## config.mk

```make
export PLATFORM = sky130hd
export DESIGN_NAME = zcmt_dcache_arbiter
export DESIGN_NICKNAME = d
export VERILOG_FILES = /design/src/rtl/zcmt_dcache_arbiter.sv
export SDC_FILE = /design/constraint.sdc
export NUM_CORES = 1
export LEC_CHECK = 0
export ABC_AREA = 1
export ABC_CLOCK_PERIOD_IN_PS = 2200
export BUFFER_PORTS_ARGS = -buffer_cell sky130_fd_sc_hd__buf_2
export CAP_MARGIN = 20
export CORE_AREA = 2 2 87 89
export DETAILED_ROUTE_END_ITERATION = 7
export DIE_AREA = 0 0 89 91
export PLACE_DENSITY = 0.64
export SYNTH_ARGS = -nofsm -noshare
export SYNTH_HDL_FRONTEND = slang
export SYNTH_SLANG_ARGS = --single-unit
```

## constraint.sdc

```tcl
create_clock -name clk_i -period 2.2 [get_ports clk_i]
set_clock_uncertainty 0.2 [all_clocks]
set_input_delay 0.11 -clock clk_i [delete_from_list [all_inputs] [get_ports clk_i]]
set_output_delay 0.11 -clock clk_i [all_outputs]
set_load 0.05 [all_outputs]
```

## src/rtl/zcmt_dcache_arbiter.sv

```systemverilog
// Shares one read-only dcache load port between the load unit (ID 0) and the ZCMT
// table-fetch engine (ID 1). Optional ZCMT anti-starvation priority: ZCMT_ARB_STARVE_EN.
module zcmt_dcache_arbiter #(
  parameter int unsigned IDX_W        = 12,
  parameter int unsigned TAG_W        = 22,
  parameter int unsigned XLEN         = 32,
  parameter int unsigned ID_W         = 2,
  parameter int unsigned STARVE_LIMIT = 8
) (
  input  logic             clk_i,
  input  logic             rst_ni,
  input  logic             ld_req_i,
  input  logic [IDX_W-1:0] ld_index_i,
  input  logic [TAG_W-1:0] ld_tag_i,
  input  logic [1:0]       ld_size_i,
  input  logic             ld_kill_i,
  input  logic             zt_req_i,
  input  logic [IDX_W-1:0] zt_index_i,
  input  logic [TAG_W-1:0] zt_tag_i,
  input  logic [1:0]       zt_size_i,
  input  logic             zt_kill_i,
  output logic             ld_gnt_o,
  output logic             zt_gnt_o,
  output logic             ld_rvalid_o,
  output logic             zt_rvalid_o,
  output logic [XLEN-1:0]  ld_rdata_o,
  output logic [XLEN-1:0]  zt_rdata_o,
  output logic             dc_req_o,
  output logic [IDX_W-1:0] dc_index_o,
  output logic [1:0]       dc_size_o,
  output logic [ID_W-1:0]  dc_id_o,
  output logic [TAG_W-1:0] dc_tag_o,
  output logic             dc_tag_valid_o,
  output logic             dc_kill_o,
  input  logic             dc_gnt_i,
  input  logic             dc_rvalid_i,
  input  logic [ID_W-1:0]  dc_rid_i,
  input  logic [XLEN-1:0]  dc_rdata_i
);

  typedef enum logic [1:0] {
    IDLE        = 2'd0,
    WAIT_GNT    = 2'd1,
    TAG         = 2'd2,
    WAIT_RVALID = 2'd3
  } state_e;

  if (STARVE_LIMIT < 1 || STARVE_LIMIT > 255) begin : g_bad_starve_limit
    $error("STARVE_LIMIT must be in 1..255");
  end

  state_e state_r, state_s;
  logic   owner_r, owner_s;     // 0 = load unit, 1 = ZCMT
  logic   abort_r, abort_s;     // kill raced a grant: TAG slot becomes an abort
  logic   any_req_s;
  logic   winner_s;
  logic   zt_first_s;
  logic   sel_s;
  logic   own_req_s;
  logic   own_kill_s;
  logic   gnt_fwd_s;
  logic   rvalid_fwd_s;

  assign any_req_s  = ld_req_i | zt_req_i;
  assign winner_s   = zt_req_i & (zt_first_s | ~ld_req_i);
  assign sel_s      = (state_r == IDLE) ? winner_s : owner_r;
  assign own_req_s  = owner_r ? zt_req_i  : ld_req_i;
  assign own_kill_s = owner_r ? zt_kill_i : ld_kill_i;

`ifdef ZCMT_ARB_STARVE_EN
  logic [7:0] starve_cnt_r;
  logic       zt_owner_s;

  assign zt_owner_s = (state_r == IDLE) ? (any_req_s & winner_s) : owner_r;
  assign zt_first_s = (starve_cnt_r >= 8'(STARVE_LIMIT));

  // Saturating count of cycles the ZCMT requester waits while not owning the port.
  always_ff @(posedge clk_i or negedge rst_ni) begin
    if (!rst_ni) begin
      starve_cnt_r <= 8'd0;
    end else if (zt_gnt_o) begin
      starve_cnt_r <= 8'd0;
    end else if (zt_req_i && !zt_owner_s && (starve_cnt_r != 8'hFF)) begin
      starve_cnt_r <= starve_cnt_r + 8'd1;
    end else begin
      starve_cnt_r <= starve_cnt_r;
    end
  end
`else
  assign zt_first_s = 1'b0;
`endif

  // State, owner and abort-flag registers.
  always_ff @(posedge clk_i or negedge rst_ni) begin
    if (!rst_ni) begin
      state_r <= IDLE;
      owner_r <= 1'b0;
      abort_r <= 1'b0;
    end else begin
      state_r <= state_s;
      owner_r <= owner_s;
      abort_r <= abort_s;
    end
  end

  // Next-state logic and dcache-side outputs.
  always_comb begin
    state_s        = state_r;
    owner_s        = owner_r;
    abort_s        = 1'b0;
    dc_req_o       = 1'b0;
    dc_index_o     = {IDX_W{1'b0}};
    dc_size_o      = 2'b00;
    dc_id_o        = {ID_W{1'b0}};
    dc_tag_o       = {TAG_W{1'b0}};
    dc_tag_valid_o = 1'b0;
    dc_kill_o      = 1'b0;
    gnt_fwd_s      = 1'b0;
    rvalid_fwd_s   = 1'b0;
    case (state_r)
      IDLE: begin
        if (any_req_s) begin
          dc_req_o  = 1'b1;
          owner_s   = winner_s;
          gnt_fwd_s = dc_gnt_i;
          state_s   = dc_gnt_i ? TAG : WAIT_GNT;
        end else begin
          state_s = IDLE;
        end
      end
      WAIT_GNT: begin
        if (own_kill_s) begin
          // A grant in the same cycle still opens a transaction in the cache; abort it in TAG.
          if (dc_gnt_i && own_req_s) begin
            abort_s = 1'b1;
            state_s = TAG;
          end else begin
            state_s = IDLE;
          end
        end else if (!own_req_s) begin
          state_s = IDLE;
        end else begin
          dc_req_o  = 1'b1;
          gnt_fwd_s = dc_gnt_i;
          state_s   = dc_gnt_i ? TAG : WAIT_GNT;
        end
      end
      TAG: begin
        if (abort_r) begin
          dc_kill_o = 1'b1;
          state_s   = IDLE;
        end else begin
          dc_tag_o       = owner_r ? zt_tag_i : ld_tag_i;
          dc_tag_valid_o = 1'b1;
          dc_kill_o      = own_kill_s;
          state_s        = own_kill_s ? IDLE : WAIT_RVALID;
        end
      end
      WAIT_RVALID: begin
        if (own_kill_s) begin
          dc_kill_o = 1'b1;
          state_s   = IDLE;
        end else if (dc_rvalid_i && (dc_rid_i == ID_W'(owner_r))) begin
          rvalid_fwd_s = 1'b1;
          state_s      = IDLE;
        end else begin
          state_s = WAIT_RVALID;
        end
      end
      default: begin
        state_s = IDLE;
      end
    endcase
    if (dc_req_o) begin
      dc_index_o = sel_s ? zt_index_i : ld_index_i;
      dc_size_o  = sel_s ? zt_size_i  : ld_size_i;
      dc_id_o    = ID_W'(sel_s);
    end else begin
      dc_index_o = {IDX_W{1'b0}};
      dc_size_o  = 2'b00;
      dc_id_o    = {ID_W{1'b0}};
    end
  end

  assign ld_gnt_o    = gnt_fwd_s & ~sel_s;
  assign zt_gnt_o    = gnt_fwd_s & sel_s;
  assign ld_rvalid_o = rvalid_fwd_s & ~owner_r;
  assign zt_rvalid_o = rvalid_fwd_s & owner_r;
  assign ld_rdata_o  = ld_rvalid_o ? dc_rdata_i : {XLEN{1'b0}};
  assign zt_rdata_o  = zt_rvalid_o ? dc_rdata_i : {XLEN{1'b0}};

endmodule

```

Word level (Yosys, flattened, before mapping)
Index checks and enable logic that the tools add are counted.

word-level totals
  register bits after elaboration = 4
  input bits = 114
  output and inout port bits = 109

operators by class
  eq/ne operators = 4
  muxes and demuxes = 42
  bitwise gates (word level) = 9
  reductions and logical operators = 4

operators with widths
  cell                  number
  $mux W22              3
  $mux W32              2
  $mux W12              2
  $mux W2               11
  $mux W1               20
  $pmux W2 S4           1
  $pmux W1 S2           3
  $and A1 B1 Y1         5
  $eq A2 B2 Y1 const B  2
  $not A1 Y1            3
  $eq A2 B1 Y1          1
  $eq A2 B1 Y1 const B  1
  $logic_and A1 B1 Y1   2
  $logic_not A2 Y1      1
  $reduce_and A2 Y1     1
  $or A1 B1 Y1          1

Longest topological paths before layout
Gate-level depths: netlist (run 1).

  depth after elaboration = 7
  gate-level depth with buffers = 9

Worst setup path after synthesis (run 1)
Ideal clock, no wire load.

  kind = reg2out
  start point = register owner_r
  end point = output ld_rdata_o[22]
  arrival = 1.722 ns
  required time = 1.890 ns
  slack = 0.168 ns
  cell stages (with the launch flop) = 8
  buffers on the path = 2
  path through = dfrtp_1 -> buf_6 -> nand2_1 -> nand2_1 -> nor2_4 -> nand3_4 -> buf_6 -> nor2_1

on the way
  cells in the longest elaborated chain, start to end = 7
  elaborated cells between the ends (all ways) = 9
  those cells by class = 1 x eq/ne; 5 x mux; 2 x bitwise; 1 x reduce/logical

RTL lines
  item                    RTL line  RTL
  from (decl)             53        logic owner_r, owner_s;
  from (signal assigned)  101       owner_r <= owner_s;
  $eq A2 B1 Y1            163       end else if (dc_rvalid_i && (dc_rid_i == ID_W'(owner_r))) begin
  $logic_and A1 B1 Y1     163
  $mux W1                 163
  $mux W1                 160       if (own_kill_s) begin
  $mux W1                 120       case (state_r)
  $and A1 B1 Y1 (*)       187       assign ld_rvalid_o = rvalid_fwd_s & ~owner_r;
  $mux W32 (*)            189       assign ld_rdata_o = ld_rvalid_o ? dc_rdata_i : {XLEN{1'b0}};
  to (decl)               26        output logic [XLEN-1:0] ld_rdata_o,

Every way passes the cells marked *; elsewhere a longest branch is shown, timed or not.

Worst setup path in the final report (run 1)
  start point = register owner_r
  end point = output zt_gnt_o

on the way
  cells in the longest elaborated chain, start to end = 5
  elaborated cells between the ends (all ways) = 7
  those cells by class = 6 x mux; 1 x bitwise

RTL lines
  item               RTL line  RTL
  $mux W1            67        assign own_req_s = owner_r ? zt_req_i : ld_req_i;
  $mux W1            140       end else if (!own_req_s) begin
  $mux W1            132       if (own_kill_s) begin
  $pmux W1 S2        120
  $and A1 B1 Y1 (*)  186       assign zt_gnt_o = gnt_fwd_s & sel_s;
  to (decl)          23        output logic zt_gnt_o,

Marks and branches as above.

==> results of run 1 <==
==> worst max-delay path, cell delays in order, from the launching register on <==
cell and delay (ps):
dfrtp_2 420, inv_2 200, nand2_1 80, nand2_1 120
nand3_1 130, nand2_4 200, nand2_1 100, nor2_1 90
buf_2 260
==> final cells by class <==
class                      instances  area share, %
clock buffer                       3           1.43
sequential                         4           3.51
timing repair buffer             232           46.3
tap                               99           4.29
inverter                          62           8.07
multi-input combinational        240           36.4
==> layout by cell type, fill, tap and decap left out, types with 2 or more instances in the layout <==
master,n
nand3_4,5
buf_2,174
buf_4,30
dlygate4sd3_1,2
nand2_1,125
nand3_1,5
a21oi_1,25
inv_2,4
buf_12,2
dfrtp_1,3
nor2_1,71
clkbuf_8,3
clkbuf_4,24
inv_1,58
nand2_4,3
==> logic make-up (layout without fill, tap and decap cells) <==
logic type / Yosys count / in the layout / synth area share, %
buf+inv: 80 / 297 / 26.0
simple gates: 210 / 213 / 58.0
compound gates: 26 / 26 / 8.90
flops: 4 / 4 / 6.84
other cells: 1 / 1 / 0.256
==> state kept, by name (all words and copies together) (netlist names) <==
register  count
owner_r       1
state_r       2
abort_r       1
==> Yosys cell counts <==
cell and instances:
nor2_4 1, buf_4 3, nor2_2 1, nand2_2 4, nand3_2 1, clkbuf_1 5, o21ai_0 1, nand3_4 2
nand2_1 125, buf_6 9, buf_2 1, inv_1 58, conb_1 1, nand3_1 5, inv_2 4, nor2_1 71
a21oi_1 25, dfrtp_1 4
==> what timing repair did <==
item,CTS,global route
pin swaps,3,0
hold buffers,2,0
hold endpoints to repair,6,0
cloned,3,0
gates resized for setup,4,73
setup endpoints to repair,69,61
buffers inserted,5,0
==> metal layers <==
metal	vias to the layer above	routed length, um	global-route usage [%]
li1	1365	-	-
met1	1147	2550	14.8
met2	122	3680	32.3
met3	9	613	2.73
met4	0	72	2.99
met5	-	0	0
==> power groups by stage <==
stage	sequential [mW]	clock, mW	combinational (mW)
2_1_floorplan	0.130	0	2.07
3_3_place_gp	0.147	0	2.54
3_5_place_dp	0.151	0	2.57
4_1_cts	0.141	0.166	2.70
5_1_grt	0.145	0.171	2.92
6_report	0.141	0.159	2.70
==> worst min-delay path by stage <==
stage,startpoint,to
final,rst_ni,abort_r
after global routing,rst_ni,abort_r
after CTS,rst_ni,abort_r
after detailed placement,rst_ni,abort_r
after global placement,rst_ni,abort_r
after floorplan,rst_ni,abort_r
==> through the flow <==
| stage | setup slack (ps) | TNS [ps] | power [mW] |
|---|---|---|---|
| after floorplan | 168 | 0 | 2.20 |
| after global placement | 178 | 0 | 2.68 |
| after detailed placement | 91.2 | 0 | 2.72 |
| after CTS | 43.3 | 0 | 3.00 |
| after global routing | -29.2 | -108 | 3.24 |
| final | 67.7 | 0 | 3.00 |
==> flow_summary.toml, run 1 <==
[outcome]
status = "finished clean"

[power_and_ir_drop]
power_density_nw_per_um2 = 1040
internal_power_mw = 0.870
seqPwrFrac_pct = 4.7
pwr-share-clk_pct = 5.3
irDropWorstVdd_uv = 472
comb_power_share_pct = 90.0
leakagePower_nw = 2.06
switchingPower_mw = 2.13
p_sw_share_pct = 71.0

[detailed_routing]
drc = 0
firstDrtPassIters = 4
viasPerCell = 4.13
ant_nets = 0
wl_per_cell_um = 10.8
drt-initial-drc-count = 50
wl_mm = 6.91
num_vias = 2643

[synth]
synth_cell_types = 18
synth_area_leaders = "nand2_1, nor2_1, inv_1, a21oi_1, buf_6"
syn_inst = 321
yosysWarnings = 0
synth_nets = 435
avgSynthCellArea_um2 = 4.56
ys_seq_area_share_pct = 6.84
syn_area_um2 = 1460
yosysTopAreaCell = "nand2_1"
netlist.area_leader.share_pct = 32.1
synth.ff_latch_count = 4

[global_route]
overflow = 0
antenna_found_initial = 0
grt_usage_pct = 15.4
grt_pass1_wl_mm = 10.3
grt_max_degree = 25
first_global_vias = 2434

[cts]
clk_pin_slew_ps = 30
cts_made_buffers = 3
cts_tree = "built"
cts.sinks = 4
clock_tree.root_cell = "clkbuf_8"
clkLatencyLatePin_ps = 220
clk_path_buf_depth = 2
h-tree-depth = 1

[floorplan]
die_area_um2 = 8100
die_w_um = 89
coreArea_um2 = 7140
ios = 223
rows = 31
chipHeight_um = 91
start_util_pct = 20.5

[sta]
fmax_mhz = 469
rsz0062_at_grt = "yes"
setup_viol = 0
period_share_pct = 96.9
period_minus_slack_ps = 2130
finalMaxSlewViolations = 0
hold_viol = 0
hold_ws_ps = 19.4

[placement]
place_area_um2 = 2570
io_buffers = 221
post-dp-hpwl_mm = 5.18
dp_cells = 627
gp_congestion = 0.829

[layout]
fin_cells = 640
syn_to_final_growth_pct = 97.3
multiInputGateArea_um2 = 1050
nNetsFinal = 657
stdcell_area_um2 = 2890
final_core_util_pct = 40.4
n_antenna_cell = 0
drive_above_1_share_pct = 46.2
ff_latch_area_um2 = 101
fillers = 820

[worst_setup_path]
reg2reg_depth = 7
timing.rr.start = "owner_r"
critPathKind = "reg -> out"
cp.required_ps = 1890
critPathCapture = "zt_gnt_o"
start_kind = "register"
reg2reg_slack_ps = 580
crit_start = "owner_r"
worst-path-max-fanout = 18
reg2reg_to = "state_r[1]"
critPathArrivalTime_ps = 1820
critPathCaptureType = "output pin"

[run]
drv_cap = 0

[min_path]
worstHoldPathType = "in -> async"
(Power assumes the default switching activity.)
==> run 2, diff against run 1 <==
--- a/config.mk
+++ b/config.mk
@@ -6,13 +6,14 @@
 export NUM_CORES = 1
 export LEC_CHECK = 0
 export ABC_AREA = 1
-export ABC_CLOCK_PERIOD_IN_PS = 2200
+export ABC_CLOCK_PERIOD_IN_PS = 1700
 export BUFFER_PORTS_ARGS = -buffer_cell sky130_fd_sc_hd__buf_2
 export CAP_MARGIN = 20
-export CORE_AREA = 2 2 87 89
+export CORE_AREA = 2 2 86 88
 export DETAILED_ROUTE_END_ITERATION = 7
-export DIE_AREA = 0 0 89 91
-export PLACE_DENSITY = 0.64
+export DIE_AREA = 0 0 88 90
+export PLACE_DENSITY = 0.68
+export SKIP_LAST_GASP = 1
 export SYNTH_ARGS = -nofsm -noshare
 export SYNTH_HDL_FRONTEND = slang
 export SYNTH_SLANG_ARGS = --single-unit
==> constraint.sdc (replaced) <==
create_clock -name clk_i -period 1.7 [get_ports clk_i]
set_clock_uncertainty 0.2 [all_clocks]
set_input_delay 0.085 -clock clk_i [delete_from_list [all_inputs] [get_ports clk_i]]
set_output_delay 0.085 -clock clk_i [all_outputs]
set_load 0.05 [all_outputs]
==> run 2 against run 1 <==
The flow now finishes with violations (negative setup slack). Critical endpoint is now zt_rdata_o[9]. Via count up 8.6%. First-iteration DRC count decreased by 40%. Count of clock-buffer cells in the layout unchanged. Flip-flop and latch count is the same. Cell count rose by 4.1%. Non-clock buffer count rose by 27. Largest cell class unchanged. Sequential share of layout area is 1.3 points lower. Worst hold slack lost 2.8 ps. Sequential power grew 40%. Critical path depth unchanged.
==> flow_summary.toml, run 2 (same netlist as run 1, synthesis figures left out) <==
[placement]
place_area_um2 = 3440
dp_cells = 646
post-dp-hpwl_mm = 5.82
io_buffers = 221
gp_congestion = 0.836
dp_slack_ps = -204

[layout]
syn_to_final_growth_pct = 208
fillers = 568
nNetsFinal = 683
reg.largest.list = "state_r: 2 flops, abort_r: 1 flops, owner_r: 1 flops"
stdcell_area_um2 = 4500
fin_cells = 666
layout_common_cells = "buf_2, nand2_1, buf_6"
n_antenna_cell = 0
largest_reg_flops = 2
regMostFlops = "state_r"
final_common_cell = "buf_2"
final_core_util_pct = 64.1
drive_above_1_share_pct = 69.5

[floorplan]
chipHeight_um = 90
coreArea_um2 = 7020
start_util_pct = 20.8
die_area_um2 = 7920
ios = 223
rows = 31
die_w_um = 88

[cts]
cts_made_buffers = 3
clock_tree.root_cell = "clkbuf_8"
h-tree-depth = 1
clk_path_buf_depth = 2
clkLatencyLatePin_ps = 210
cts_tree = "built"
cts.sinks = 4
clk_pin_slew_ps = 30

[detailed_routing]
viasPerCell = 4.31
wl_mm = 8.53
drt-initial-drc-count = 30
ant_nets = 0
drc = 0
wl_per_cell_um = 12.8
num_vias = 2871
firstDrtPassIters = 4

[sta]
finalSetupTns_ps = -20680
period_share_pct = 116
setup_viol = 107
hold_ws_ps = 16.6
period_minus_slack_ps = 1970
rsz0062_at_grt = "yes"
fmax_mhz = 507
hold_viol = 0
finalMaxSlewViolations = 0
fin_ws_ps = -271

[global_route]
grt_pass1_wl_mm = 12.3
antenna_found_initial = 0
grt_usage_pct = 18.6
overflow = 0
grt_max_degree = 26
first_global_vias = 2813
met1_usage_pct = 19.1
grt.busiest_layer = "met2"
use_met2_pct = 38.4
grtUsageMet3_pct = 2.48

[min_path]
worstHoldPathType = "in -> async"

[run]
drv_cap = 0

[worst_setup_path]
worst-path-max-fanout = 12
critPathKind = "reg -> out"
reg2reg_depth = 9
worst_path_largest_cell_delay_ps = 430
start_kind = "register"
crit_buf_inv = 4
reg2reg_to = "state_r[0]"
crit_path_top_delay_cell = "dfrtp_2"
path_delay_family = "buffers and inverters"
cp_cell_sequence = "buf_6 > nand2_2 > nand3_2 > inv_2 > nand3_4 > clkbuf_16 > nor2_4 > buf_6"
critPathCaptureType = "output pin"
crit_start = "owner_r"
cp.required_ps = 1410
critPathArrivalTime_ps = 1690
crit_top_cell = "buf_6"
reg2reg_slack_ps = 110
timing.rr.start = "owner_r"

[outcome]
violations = "negative setup slack"
status = "finished, violations left"

[power_and_ir_drop]
power_density_nw_per_um2 = 1250
leakagePower_nw = 2.31
fin_total_pwr_mw = 5.65
irDropWorstVdd_uv = 1020
## run 2: changes by cell type in the layout (fill, tap and decap cells not counted), moves of 22 or more
cell      previous run  this run
nor2_4               1        65
buf_2              174       113
buf_6                0        70
clkbuf_4            24         2
nor2_1              71         7
## run 2: layout make-up
cell class	count	area, um2	area share [%]
Clock buffer	3	41.3	0.917
Inverter	62	274	6.09
Tap cell	99	124	2.75
Sequential cell	4	101	2.25
Multi-Input combinational cell	239	1760	39.2
Timing Repair Buffer	259	2200	48.8
## run 2: worst max path at each step
stage,end,depth (start not counted)
floorplan,ld_rdata_o[0],6
global placement,zt_gnt_o,8
detailed placement,dc_index_o[9],9
CTS,ld_rdata_o[9],8
global route,zt_rdata_o[9],8
finish,zt_rdata_o[9],8
## run 2: timing repair
item,in CTS,in global routing
resized for setup,212,48
pin swaps,3,5
gates cloned,3,3
hold buffers,2,0
setup endpoints to repair,108,108
hold endpoints to repair,6,0
buffers inserted,9,0
## run 2: worst reg2reg max path: stages, from the launching register on
cell and delay [ps]:
dfrtp_2 430, buf_4 160, nand2_1 80, nand2_2 70
nand3_2 90, nand2_4 70, buf_8 140, buf_4 130
nand2_1 50, nand2_1 50
## run 2: report_power, final
part / switching (mW) / internal, mW / total (mW)
clock network: 0.0428 / 0.150 / 0.193
registers: 0.0611 / 0.136 / 0.197
logic: 3.35 / 1.91 / 5.26
total: 3.45 / 2.19 / 5.65
## run 2: layer usage
| layer | up-vias | share of wire [%] |
|---|---|---|
| li1 | 1414 | - |
| met5 | - | 0 |
| met1 | 1284 | 34 |
| met3 | 24 | 7.6 |
| met2 | 149 | 56 |
| met4 | 0 | 2.7 |
